<file path="src/rtl/pipe_hazard_ctrl.sv">
// Pipeline sequencing controller for the 5-stage RV32I core: load-use stalls,
// branch/jump redirect, EX forwarding selects, data-memory handshake freeze
// and saturating stall/flush performance counters.
module pipe_hazard_ctrl #(
    parameter int unsigned CNT_W = 16
) (
    input  logic             clk,
    input  logic             rst,
    input  logic             id_valid,
    input  logic [4:0]       id_rs1,
    input  logic [4:0]       id_rs2,
    input  logic             id_has_rs2,
    input  logic             id_without_rs,
    input  logic             ex_valid,
    input  logic [4:0]       ex_rs1,
    input  logic [4:0]       ex_rs2,
    input  logic [4:0]       ex_rd,
    input  logic             ex_regwrite,
    input  logic             ex_memread,
    input  logic [7:0]       ex_jump_type,
    input  logic             ex_taken,
    input  logic             mem_valid,
    input  logic [4:0]       mem_rd,
    input  logic             mem_regwrite,
    input  logic             mem_memread,
    input  logic             mem_memwrite,
    input  logic             wb_valid,
    input  logic [4:0]       wb_rd,
    input  logic             wb_regwrite,
    input  logic             dmem_ready,
    output logic             dmem_req,
    output logic             pc_en,
    output logic             if_id_en,
    output logic             id_ex_en,
    output logic             ex_mem_en,
    output logic             if_id_flush,
    output logic             id_ex_flush,
    output logic             mem_wb_flush,
    output logic [1:0]       fwd_a,
    output logic [1:0]       fwd_b,
    output logic [1:0]       npc_sel,
    output logic [CNT_W-1:0] stall_cnt,
    output logic [CNT_W-1:0] flush_cnt
);

    localparam int unsigned SEL_W = 2;
    localparam logic [SEL_W-1:0] SEL_RF  = 2'b00;
    localparam logic [SEL_W-1:0] SEL_MEM = 2'b10;
    localparam logic [SEL_W-1:0] SEL_WB  = 2'b01;
    localparam logic [SEL_W-1:0] NPC_SEQ = 2'b00;
    localparam logic [SEL_W-1:0] NPC_REL = 2'b01;
    localparam logic [SEL_W-1:0] NPC_JR  = 2'b10;
    localparam logic [CNT_W-1:0] CNT_MAX = {CNT_W{1'b1}};

    typedef enum logic {
        IDLE = 1'b0,
        BUSY = 1'b1
    } mem_state_t;

    mem_state_t state_q;
    mem_state_t state_d;
    logic       acc;
    logic       req_c;
    logic       mem_stall;
    logic       lu;
    logic       redir;
    logic       lu_apply;
    logic       redir_apply;

    // ex_regwrite is carried for completeness; load-use keys off ex_memread.
    logic       unused_ex_regwrite;
    assign unused_ex_regwrite = ex_regwrite;

    assign acc = mem_valid & (mem_memread | mem_memwrite);

    // Hazard conditions before priority resolution
    assign lu = ex_valid & ex_memread & (ex_rd != 5'd0) & id_valid & ~id_without_rs
              & ((ex_rd == id_rs1) | (id_has_rs2 & (ex_rd == id_rs2)));
    assign redir = ex_valid & (ex_jump_type[6] | ex_jump_type[7]
                 | ((|ex_jump_type[5:0]) & ex_taken));

    // Memory handshake state register
    always_ff @(posedge clk) begin
        if (rst) begin
            state_q <= IDLE;
        end else begin
            state_q <= state_d;
        end
    end

    // Memory handshake next state and raw request
    always_comb begin
        state_d = state_q;
        req_c   = 1'b0;
        case (state_q)
            IDLE: begin
                req_c = acc;
                if (acc && !dmem_ready) begin
                    state_d = BUSY;
                end
            end
            BUSY: begin
                req_c = 1'b1;
                if (dmem_ready) begin
                    state_d = IDLE;
                end
            end
            default: state_d = IDLE;
        endcase
    end

    // Request is masked during reset so a mid-access reset drops it at once
    assign dmem_req    = req_c & ~rst;
    assign mem_stall   = dmem_req & ~dmem_ready;
    assign redir_apply = ~rst & redir & ~mem_stall;
    assign lu_apply    = ~rst & lu & ~mem_stall & ~redir;

    // Enables, flushes and next-PC select, priority mem_stall > redirect > load-use
    always_comb begin
        pc_en        = 1'b1;
        if_id_en     = 1'b1;
        id_ex_en     = 1'b1;
        ex_mem_en    = 1'b1;
        if_id_flush  = 1'b0;
        id_ex_flush  = 1'b0;
        mem_wb_flush = 1'b0;
        npc_sel      = NPC_SEQ;
        if (rst) begin
            if_id_flush  = 1'b1;
            id_ex_flush  = 1'b1;
            mem_wb_flush = 1'b1;
        end else if (mem_stall) begin
            pc_en        = 1'b0;
            if_id_en     = 1'b0;
            id_ex_en     = 1'b0;
            ex_mem_en    = 1'b0;
            mem_wb_flush = 1'b1;
        end else if (redir_apply) begin
            if_id_flush = 1'b1;
            id_ex_flush = 1'b1;
            npc_sel     = ex_jump_type[7] ? NPC_JR : NPC_REL;
        end else if (lu_apply) begin
            pc_en       = 1'b0;
            if_id_en    = 1'b0;
            id_ex_flush = 1'b1;
        end
    end

    // Forwarding select for one EX source register, MEM result before WB result
    function automatic logic [SEL_W-1:0] fwd_sel(input logic [4:0] rs);
        if (mem_valid && mem_regwrite && !mem_memread && mem_rd != 5'd0 && mem_rd == rs) begin
            return SEL_MEM;
        end else if (wb_valid && wb_regwrite && wb_rd != 5'd0 && wb_rd == rs) begin
            return SEL_WB;
        end
        return SEL_RF;
    endfunction

    // Operand forwarding selects, forced to register file during reset
    always_comb begin
        fwd_a = SEL_RF;
        fwd_b = SEL_RF;
        if (!rst) begin
            fwd_a = fwd_sel(ex_rs1);
            fwd_b = fwd_sel(ex_rs2);
        end
    end

    // Saturating stall counter: memory freeze or applied load-use bubble
    always_ff @(posedge clk) begin
        if (rst) begin
            stall_cnt <= '0;
        end else if ((mem_stall || lu_apply) && stall_cnt != CNT_MAX) begin
            stall_cnt <= stall_cnt + CNT_W'(1);
        end
    end

    // Saturating flush counter: applied redirects
    always_ff @(posedge clk) begin
        if (rst) begin
            flush_cnt <= '0;
        end else if (redir_apply && flush_cnt != CNT_MAX) begin
            flush_cnt <= flush_cnt + CNT_W'(1);
        end
    end

endmodule

</file>
<file path="config.mk">
export PLATFORM = sky130hd
export DESIGN_NAME = pipe_hazard_ctrl
export DESIGN_NICKNAME = d
export VERILOG_FILES = /design/src/rtl/pipe_hazard_ctrl.sv
export SDC_FILE = /design/constraint.sdc
export NUM_CORES = 1
export LEC_CHECK = 0
export ABC_AREA = 1
export BUFFER_PORTS_ARGS = -buffer_cell sky130_fd_sc_hd__buf_2
export CELL_PAD_IN_SITES_DETAIL_PLACEMENT = 1
export CELL_PAD_IN_SITES_GLOBAL_PLACEMENT = 1
export CORE_ASPECT_RATIO = 0.75
export CORE_UTILIZATION = 30
export CTS_BUF_LIST = sky130_fd_sc_hd__clkbuf_4
export DETAILED_ROUTE_END_ITERATION = 7
export PLACE_DENSITY_LB_ADDON = 0.1
export SKIP_LAST_GASP = 1
export SLEW_MARGIN = 10
export SYNTH_ARGS = -nofsm -noshare
export SYNTH_HDL_FRONTEND = slang
export SYNTH_SLANG_ARGS = --single-unit
</file>
<file path="constraint.sdc">
create_clock -name clk -period 1.8 [get_ports clk]
set_input_delay 0.36 -clock clk [delete_from_list [all_inputs] [get_ports clk]]
set_output_delay 0.36 -clock clk [all_outputs]
set_load 0.01 [all_outputs]
</file>
==> metrics, run 1 <==
CP required 1.44 ns; setup TNS 0 ns; RR Startpoint stall_cnt[0]; vias in the first global route 2878; Arrival @ worst endpoint 1.38 ns; DRC 0; number of CTS-inserted buffers 5; final worst path period share 96.8%; sequential element share of the synthesized area 26.1%; number of synthesized register bits 33; Via density 4.73; Overall Global Routing Usage 19.5%; Util after Layout 43.8%; worst-margin pin slew 0.474 ns; hold slack 0.459 ns; library cells used by synthesis 31; crit path from mem_memread; final hold vios 0; RSZ-0062 raised after global routing yes; GR Overflow Total 0; Reg-to-Reg End stall_cnt[5]; Hold Path Class in2reg; Die Width 108 um; maxcap violations 0; first-pass GRT wire length 13600 um; worst slack at placement -0.0997 ns; Max VDD drop 0.000199 V; final worst-path setup slack 0.0585 ns; CP max-delay cell o21ai_1; area post-placement 3320 um^2; yosys warns 0; clk_lat worst skew 0.33 ns; WP buf/inv 3; H-Tree Level Count 2; dpl cells 615; final-stage net count 584; CTS clk-pin slew, worst paths 0.11 ns; Setup-failing EPs final 0; flop-to-flop setup slack 0.10 ns; number of port buffers 103; CORE AREA 8020 um^2; Hold-fix buffers, CTS 0; Final Power 1.52 mW; share of cells above drive strength 1 38.6%; worst r2r path cells 9; DRT Pass-1 Iters 4; CTS Sinks 33; Worst path max stage delay 0.22 ns; Worst Clk Skew 0.00401 ns; largest fanout on the critical path 4; relative slew slack 68.1%; CTS tree yes; GPL Wtd Cong 0.800; syn avg cell area 6.50 um^2; Core Rows 28; largest net degree at the start of global routing 24; syn nets 451; IO Pins 105; max-slew violation count 0; Die Y 81.6 um; Crit. End Element output pin; Fmax 574 MHz; outcome complete, no violations; worst path cell trace buf_2 > o21ai_1 > nand2_2 > nand3_2 > nand2_2 > nor2_4 > inv_2 > nor2_1 > buf_2; crit-path leading delay family simple AND/OR/NAND/NOR gates; CTS max path bufs 2; DP Wirelength 6830 um; die area 8830 um^2; Critical Path Start Type primary input; WP depth 9; clk root buf clkbuf_4; initial antenna violation count 0; initial drt markers 84; WL per Instance 14.0 um; Area Growth Syn to Fin 38.6%; total leakage power 1.62 nW; non-filler cells, final 628; via count 2970; Mapped Area 2530 um^2; crit path to npc_sel[1]; Final Critical Period 1.74 ns; total wire length 8810 um; P per Cell Area 434 nW/um^2; post-route cell area 3510 um^2; initial core utilization 31.6%; Syn Inst Count 390; Antenna Nets Post-Route 0; critical path type in2out; fillers 1107; ant diodes 0
==> cell type report <==
| type | instances | area [um^2] | area share, % |
|---|---|---|---|
| clock inverter | 1 | 3.75 | 0.107 |
| clock buffer | 6 | 45.0 | 1.28 |
| timing repair buffer | 137 | 793 | 22.6 |
| multi-input combinational | 303 | 1710 | 48.7 |
| tap | 105 | 131 | 3.74 |
| inverter | 43 | 164 | 4.67 |
| sequential | 33 | 664 | 18.9 |
==> tightest hold or removal path, stage by stage <==
cell     delay [ns]
buf_2          0.08
inv_1          0.06
nand3_2        0.09
buf_4          0.14
inv_1          0.04
==> layout by cell type (no fill, tap or decap) <==
cell,n
buf_2,102
nand2_1,92
nor2_1,39
nand3_1,35
inv_1,32
buf_4,32
dfxtp_1,30
xor2_1,26
a21oi_1,24
nand2_2,16
xnor2_1,15
nor3_1,13
a21oi_2,11
inv_2,10
clkbuf_4,6
o21ai_0,5
nand4_1,4
o21ai_1,3
nand3_2,3
nor4_2,3
dfxtp_2,3
nor2_4,2
nor3_2,2
nand2_8,2
ha_2,2
buf_6,2
inv_4,1
nor4_1,1
nor3b_2,1
nor2_2,1
nor3_4,1
a31oi_1,1
clkinv_1,1
nand2_4,1
buf_12,1
==> layer usage <==
layer | vias up | part of all wire [%] | global-route usage [%]
met4 | 0 | 1.1 | 4.52
met3 | 8 | 6.5 | 3.65
met5 | - | 0 | 0
met2 | 86 | 44 | 32.5
li1 | 1511 | - | -
met1 | 1365 | 49 | 26.1
==> flip-flops by register name, indices dropped and copies added (netlist names) <==
signal and cells:
flush_cnt 16, state_q 1, stall_cnt 16
==> cell families (layout without fill, tap and decap cells) <==
family | count (synthesis) | in the layout | synth area share [%]
buffers and inverters | 55 | 187 | 9.92
AND/OR/NAND/NOR | 215 | 216 | 38.6
XOR/XNOR | 41 | 41 | 14.2
flip-flops | 33 | 33 | 26.1
adder cells (fa/ha/maj) | 2 | 2 | 0.987
AO/OA/AOI/OAI | 44 | 44 | 10.2
==> cells in the mapped netlist <==
library cell / count / area [um^2]
nand2_4: 2 / 22.5
nand4_1: 4 / 25.0
nor3_4: 1 / 16.3
nand3_1: 37 / 185
a21oi_2: 10 / 87.6
nor4_1: 4 / 25.0
buf_6: 1 / 11.3
xnor2_1: 15 / 131
a21oi_1: 25 / 125
buf_1: 1 / 3.75
o21ai_1: 1 / 5.00
nor2_4: 1 / 11.3
nand3_2: 1 / 10.0
nor3_1: 14 / 70.1
o21ai_0: 7 / 35.0
a31oi_1: 1 / 6.26
nand2_2: 13 / 81.3
clkbuf_1: 2 / 7.51
buf_4: 5 / 37.5
nor3b_1: 1 / 7.51
buf_12: 1 / 20.0
buf_2: 2 / 10.0
dfxtp_1: 33 / 661
nand2_1: 95 / 357
nor2_2: 2 / 12.5
nor3_2: 1 / 10.0
inv_1: 34 / 128
ha_1: 2 / 25.0
nor2_1: 39 / 146
xor2_1: 26 / 228
inv_2: 9 / 33.8
==> worst min-delay path by stage <==
| stage | slack (ns) | to | from | depth (start not counted) |
|---|---|---|---|---|
| 2_1_floorplan | 0.51 | stall_cnt[3] | stall_cnt[3] | 2 |
| 3_3_place_gp | 0.48 | stall_cnt[3] | stall_cnt[3] | 2 |
| 3_5_place_dp | 0.50 | flush_cnt[13] | flush_cnt[13] | 2 |
| 4_1_cts | 0.43 | state_q | dmem_ready | 5 |
| 5_1_grt | 0.48 | state_q | dmem_ready | 5 |
| 6_report | 0.46 | state_q | dmem_ready | 5 |
==> power breakdown <==
part | switching [mW] | leakage, nW | internal [mW] | total, mW
clock network | 0.268 | 0.0292 | 0.157 | 0.425
logic | 0.202 | 1.32 | 0.157 | 0.359
registers | 0.00356 | 0.267 | 0.737 | 0.740
==> repair_timing <==
item / 4_1_cts / 5_1_grt
setup endpoints to repair: 8 / 37
cloned: 0 / 1
pin swaps: 1 / 3
resized for setup: 1 / 25
buffers inserted: 1 / 4
No activity file was read; power rests on OpenSTA's default activity.
==> run 2: changes to the inputs <==
Settings changed: PLACE_DENSITY from default to 0.78, PLACE_DENSITY_LB_ADDON 0.1 to default.
==> run 2 against run 1 <==
Design area is 2.2% higher. Maximum frequency is 2.3% lower. Largest cell class unchanged. Clock power is 42% higher. Highest routed layer unchanged. Largest power group unchanged. Clock-buffer cell count is 1 lower. Sequential power hardly changed. Flip-flop and latch count stayed put. Critical endpoint is now fwd_b[0]. First-iteration DRC count is 9.5% higher. Setup slack worse by 0.042 ns.
==> metrics, run 2 (synthesized netlist as in run 1, its figures left out) <==
DRT Pass-1 Iters 4 (unchanged); clk root buf clkbuf_4 (unchanged); Hold-fix buffers, CTS 0 (unchanged); hold slack 0.441 ns (was 0.459 ns); combinational share of power 20.7% (was 23.5%); CORE AREA 8020 um^2 (unchanged); most frequent cells in the layout buf_2, nand2_1, nor2_1 (unchanged); total wire length 8930 um (was 8810 um); Arrival @ worst endpoint 1.42 ns (was 1.38 ns); total leakage power 1.67 nW (was 1.62 nW); crit-path leading delay family simple AND/OR/NAND/NOR gates (unchanged); Hold Path End state_q (unchanged); number of CTS-inserted buffers 5 (unchanged); initial core utilization 31.6% (unchanged); final worst-path setup slack 0.0167 ns (was 0.0585 ns); flop-to-flop setup slack 0.12 ns (was 0.10 ns); P per Cell Area 472 nW/um^2 (was 434 nW/um^2); max-slew violation count 0 (unchanged); number of port buffers 103 (unchanged); outcome complete, no violations (unchanged); Hold Path Class in2reg (unchanged); share of cells above drive strength 1 39.5% (was 38.6%); GR Overflow Total 0 (unchanged); Hold Crit Depth 5 (unchanged); area post-placement 3360 um^2 (was 3320 um^2); leading cell type in the layout, fill and taps excluded buf_2 (unchanged); Antenna Nets Post-Route 0 (unchanged); RSZ-0062 raised after global routing yes (unchanged); die area 8830 um^2 (unchanged); clk_lat worst skew 0.35 ns (was 0.33 ns); CTS max path bufs 2 (unchanged); Overall Global Routing Usage 20.2% (was 19.5%); DP Wirelength 6950 um (was 6830 um); Via density 4.83 (was 4.73); IO Pins 105 (unchanged); worst-margin pin slew 0.371 ns (was 0.474 ns); Area Growth Syn to Fin 41.7% (was 38.6%); DRC 0 (unchanged); worst path cell trace buf_2 > xor2_1 > nor4_1 > nand4_1 > a21oi_1 > buf_2 (was buf_2 > o21ai_1 > nand2_2 > nand3_2 > nand2_2 > nor2_4 > inv_2 > nor2_1 > buf_2); Max VDD drop 0.000279 V (was 0.000199 V); register share of total power 43.7% (was 48.6%); Final Power 1.70 mW (was 1.52 mW); Die Width 108 um (unchanged); GPL Wtd Cong 0.848 (was 0.800); largest net degree at the start of global routing 19 (was 24); initial drt markers 92 (was 84); Most common cell on crit path buf_2; first-pass GRT wire length 14000 um (was 13600 um); Worst path max stage delay 0.34 ns (was 0.22 ns); maxcap violations 0 (unchanged); Crit. End Element output pin (unchanged); Setup-failing EPs final 0 (unchanged); dpl cells 619 (was 615); CP max-delay cell nor4_1 (was o21ai_1); Hold Crit Start dmem_ready (unchanged); WL per Instance 14.1 um (was 14.0 um); NetSw 0.512 mW (was 0.473 mW); final hold vios 0 (unchanged); Top Registers flush_cnt: 16 flops, stall_cnt: 16 flops, state_q: 1 flops (unchanged); CP required 1.44 ns (about the same); via count 3053 (was 2970); P_int 1.19 mW (was 1.05 mW); non-filler cells, final 632 (was 628); post-route cell area 3590 um^2 (was 3510 um^2); worst slack at placement -0.104 ns (was -0.0997 ns); ant diodes 0 (unchanged); worst r2r path cells 13 (was 9); CTS Sinks 33 (unchanged); initial antenna violation count 0 (unchanged); CTS clk-pin slew, worst paths 0.11 ns (about the same); setup TNS 0 ns (unchanged); Worst Clk Skew 0.0187 ns (was 0.00401 ns); final worst path period share 99.1% (was 96.8%); Critical Path Start Type primary input (unchanged); Util after Layout 44.8% (was 43.8%); vias in the first global route 2988 (was 2878); Core Rows 28 (unchanged); RR Startpoint flush_cnt[1] (was stall_cnt[0]); H-Tree Level Count 2 (unchanged); clock network power share 35.6% (was 27.9%); relative slew slack 75.1% (was 68.1%); final-stage net count 587 (was 584); Reg-to-Reg End flush_cnt[0] (was stall_cnt[5]); Fmax 561 MHz (was 574 MHz); switching share of power 30.2% (was 31.0%); CTS tree yes (unchanged); critical path type in2out (unchanged); WP buf/inv 2 (was 3); Final Critical Period 1.78 ns (was 1.74 ns); Die Y 81.6 um (unchanged); largest fanout on the critical path 3 (was 4)
[run 2: what timing repair did]
item,4_1_cts,5_1_grt
setup buffers,0,5
pin swaps,1,8
resized for setup,2,26
setup endpoints to repair,6,31
[run 2: cell type report]
cell class,instances,area (um^2)
clock buffers,5,37.5
clock inverters,3,46.3
fillers,1089,4430
inverters,43,161
multi-input cells,302,1710
flip-flops and latches,33,664
well taps,105,131
repair buffers,141,842
[run 2: worst min-delay path: stages]
cell and delay [ns]:
buf_2 0.08, inv_1 0.06, nand3_2 0.09, buf_4 0.13, inv_1 0.04
[run 2: worst max-delay path by stage]
| stage | from | end | slack, ns | depth (start not counted) |
|---|---|---|---|---|
| floorplan | mem_memwrite | pc_en | 0.01 | 9 |
| global placement | mem_memwrite | stall_cnt[4] | -0.02 | 9 |
| detailed placement | mem_memread | flush_cnt[11] | -0.10 | 12 |
| CTS | state_q | id_ex_flush | -0.007 | 8 |
| global route | wb_rd[2] | fwd_b[0] | -0.06 | 6 |
| finish | wb_rd[2] | fwd_b[0] | 0.02 | 6 |
[run 2: power by group through the flow]
| stage | registers [mW] | clock network, mW | logic [mW] |
|---|---|---|---|
| after floorplan | 0.761 | 0 | 0.156 |
| after global placement | 0.755 | 0 | 0.312 |
| after detailed placement | 0.756 | 0 | 0.323 |
| after CTS | 0.739 | 0.620 | 0.326 |
| after global routing | 0.743 | 0.647 | 0.390 |
| final | 0.742 | 0.604 | 0.352 |
[run 2: per-layer routing]
layer	track usage, %	vias up	wire (um)
met5	0	-	0
met1	24.7	1457	3910
met2	37.0	80	4440
met3	4.29	2	538
li1	-	1514	-
met4	3.29	0	35
==> run 3: changes to the inputs <==
Settings changed: BUFFER_PORTS_ARGS -buffer_cell sky130_fd_sc_hd__buf_2 to default, CORE_UTILIZATION 30 to 40, DONT_BUFFER_PORTS from default to 1, SETUP_SLACK_MARGIN from default to 0.3.
==> run 3 against run 2 <==
The flow now finishes with violations (negative setup slack). Global-route usage is 8.1 points higher. Sequential share of layout area is 0.24 points higher. First-iteration DRC count is 15% higher. Clock skew is 0.0011 ns higher. Via count is 4.1% lower. Sequential power is 0.5% higher. Critical path depth is 3 higher. Utilization is 16 points higher.
==> metrics, run 3 (synthesized netlist as in run 1, its figures left out) <==
outcome finished, violations left (was complete, no violations); failing checks negative setup slack; vias in the first global route 2985 (was 2988); Hold Crit Depth 1 (was 5); Reg-to-Reg End stall_cnt[7] (was flush_cnt[0]); total leakage power 1.46 nW (was 1.67 nW); CP required 2.12 ns (was 1.44 ns); max-slew violation count 0 (unchanged); CTS Sinks 33 (unchanged); maxcap violations 0 (unchanged); Crit. End Element flip-flop (was output pin); GPL Wtd Cong 0.847 (was 0.848); CORE AREA 5980 um^2 (was 8020 um^2); relative slew slack 69.9% (was 75.1%); final worst-path setup slack -0.0531 ns (was 0.0167 ns); Hold Path Class in2reg (unchanged); Overall Global Routing Usage 28.3% (was 20.2%); Antenna Nets Post-Route 0 (unchanged); DRC 0 (unchanged); Via density 5.67 (was 4.83); worst-margin pin slew 0.450 ns (was 0.371 ns); Setup-failing EPs final 9 (was 0); non-filler cells, final 516 (was 632); leading cell type in the layout, fill and taps excluded nand2_1 (was buf_2); Hold Crit Start rst (was dmem_ready); initial drt markers 106 (was 92); most frequent cells in the layout nand2_1, buf_4, nor2_1 (was buf_2, nand2_1, nor2_1); flop-to-flop setup slack -0.05 ns (was 0.12 ns); final hold vios 0 (unchanged); IO Pins 105 (unchanged); final-stage net count 499 (was 587); GR Overflow Total 0 (unchanged); initial antenna violation count 0 (unchanged); worst slack at placement 0.0533 ns (was -0.104 ns); Fmax 540 MHz (was 561 MHz); clk root buf clkbuf_4 (unchanged); H-Tree Level Count 2 (unchanged); worst r2r path cells 9 (was 13); share of cells above drive strength 1 42.7% (was 39.5%); dpl cells 484 (was 619); fillers 744 (was 1089); P per Cell Area 439 nW/um^2 (was 472 nW/um^2); RSZ-0062 raised after global routing yes (unchanged); ant diodes 0 (unchanged); RR Startpoint stall_cnt[8] (was flush_cnt[1]); Worst Clk Skew 0.0198 ns (was 0.0187 ns); largest fanout on the critical path 7 (was 3); CTS max path bufs 2 (unchanged); Top Registers flush_cnt: 16 flops, stall_cnt: 16 flops, state_q: 1 flops (unchanged); DRT Pass-1 Iters 4 (unchanged); final worst path period share 103% (was 99.1%); largest net degree at the start of global routing 29 (was 19); DP Wirelength 6320 um (was 6950 um); initial core utilization 42.4% (was 31.6%); Max VDD drop 0.000263 V (was 0.000279 V); clk_lat worst skew 0.38 ns (was 0.35 ns); total wire length 10900 um (was 8930 um); number of port buffers 0 (was 103); Arrival @ worst endpoint 2.17 ns (was 1.42 ns); die area 6660 um^2 (was 8830 um^2); CTS tree yes (unchanged); Core Rows 24 (was 28); critical path type reg2reg (was in2out); Die Y 70.9 um (was 81.6 um); hold slack 0.0319 ns (was 0.441 ns); Hold Path End stall_cnt[9] (was state_q); number of CTS-inserted buffers 5 (unchanged); CTS clk-pin slew, worst paths 0.13 ns (was 0.11 ns); WL per Instance 21.2 um (was 14.1 um); Area Growth Syn to Fin 44.4% (was 41.7%); Die Width 93.9 um (was 108 um); via count 2927 (was 3053); Critical Path Start Type flip-flop (was primary input); first-pass GRT wire length 14400 um (was 14000 um); Final Critical Period 1.85 ns (was 1.78 ns); Final Power 1.61 mW (was 1.70 mW)
==> run 3: cell types whose count changed in the layout (fill, tap and decap cells not counted), sizes merged <==
cell / change
buf: -91
inv: +2
clkinvlp: -1
nand2: +1
==> run 3: worst max-delay path by stage <==
| stage | startpoint | to | slack, ns | cells past startpoint |
|---|---|---|---|---|
| after floorplan | ex_jump_type[1] | pc_en | 0.11 | 11 |
| after global placement | mem_memwrite | stall_cnt[15] | 0.1 | 8 |
| after detailed placement | mem_memwrite | stall_cnt[2] | 0.05 | 8 |
| after CTS | state_q | npc_sel[1] | 0.12 | 7 |
| after global routing | stall_cnt[8] | stall_cnt[7] | -0.09 | 9 |
| final | stall_cnt[8] | stall_cnt[7] | -0.05 | 9 |
==> run 3: where the power goes <==
group / switching, mW / total [mW] / internal, mW
logic: 0.160 / 0.273 / 0.113
clock network: 0.305 / 0.588 / 0.283
registers: 0.0142 / 0.746 / 0.732
==> run 3: final cells by class <==
type                    count  area [um^2]  area share, %
clock buffers               5         37.5           1.03
clock inverters             2         35.0          0.957
inverters                  43          179           4.89
multi-input cells         303         2140           58.5
flip-flops and latches     33          686           18.7
well taps                  78         97.6           2.67
repair buffers             50          470           12.9
repair inverters            2         12.5          0.342
==> run 3: timing repair <==
action,4_1_cts,5_1_grt
setup buffers,16,5
setup endpoints to repair,41,44
hold buffers,0,0
pin swaps,23,24
gates cloned,3,1
resized for setup,53,67
==> run 3: worst max-delay path, stage by stage (launching register included) <==
cell	delay, ns
dfxtp_1	0.38
nand2_1	0.18
nor3_2	0.30
nand2_2	0.15
nor2_4	0.17
nand2_8	0.12
buf_12	0.17
nand2_8	0.12
nand2_2	0.08
a21oi_2	0.13
==> run 3: metal layers <==
| metal | global-route usage [%] | vias to the layer above | share of wire [%] |
|---|---|---|---|
| met2 | 50.4 | 117 | 50 |
| li1 | - | 1349 | - |
| met3 | 7.20 | 39 | 6.9 |
| met1 | 33.2 | 1422 | 39 |
| met4 | 8.89 | 0 | 3.6 |
| met5 | 0 | - | 0 |
==> run 3: stage by stage <==
step	util [%]	instance area, um^2	TNS (ns)
finish	61.2	3660	-0.219
global route	61.2	3660	-0.785
detailed placement	48.1	2870	0
CTS	55.4	3310	0
floorplan	-	2670	0
global placement	48.1	2870	0
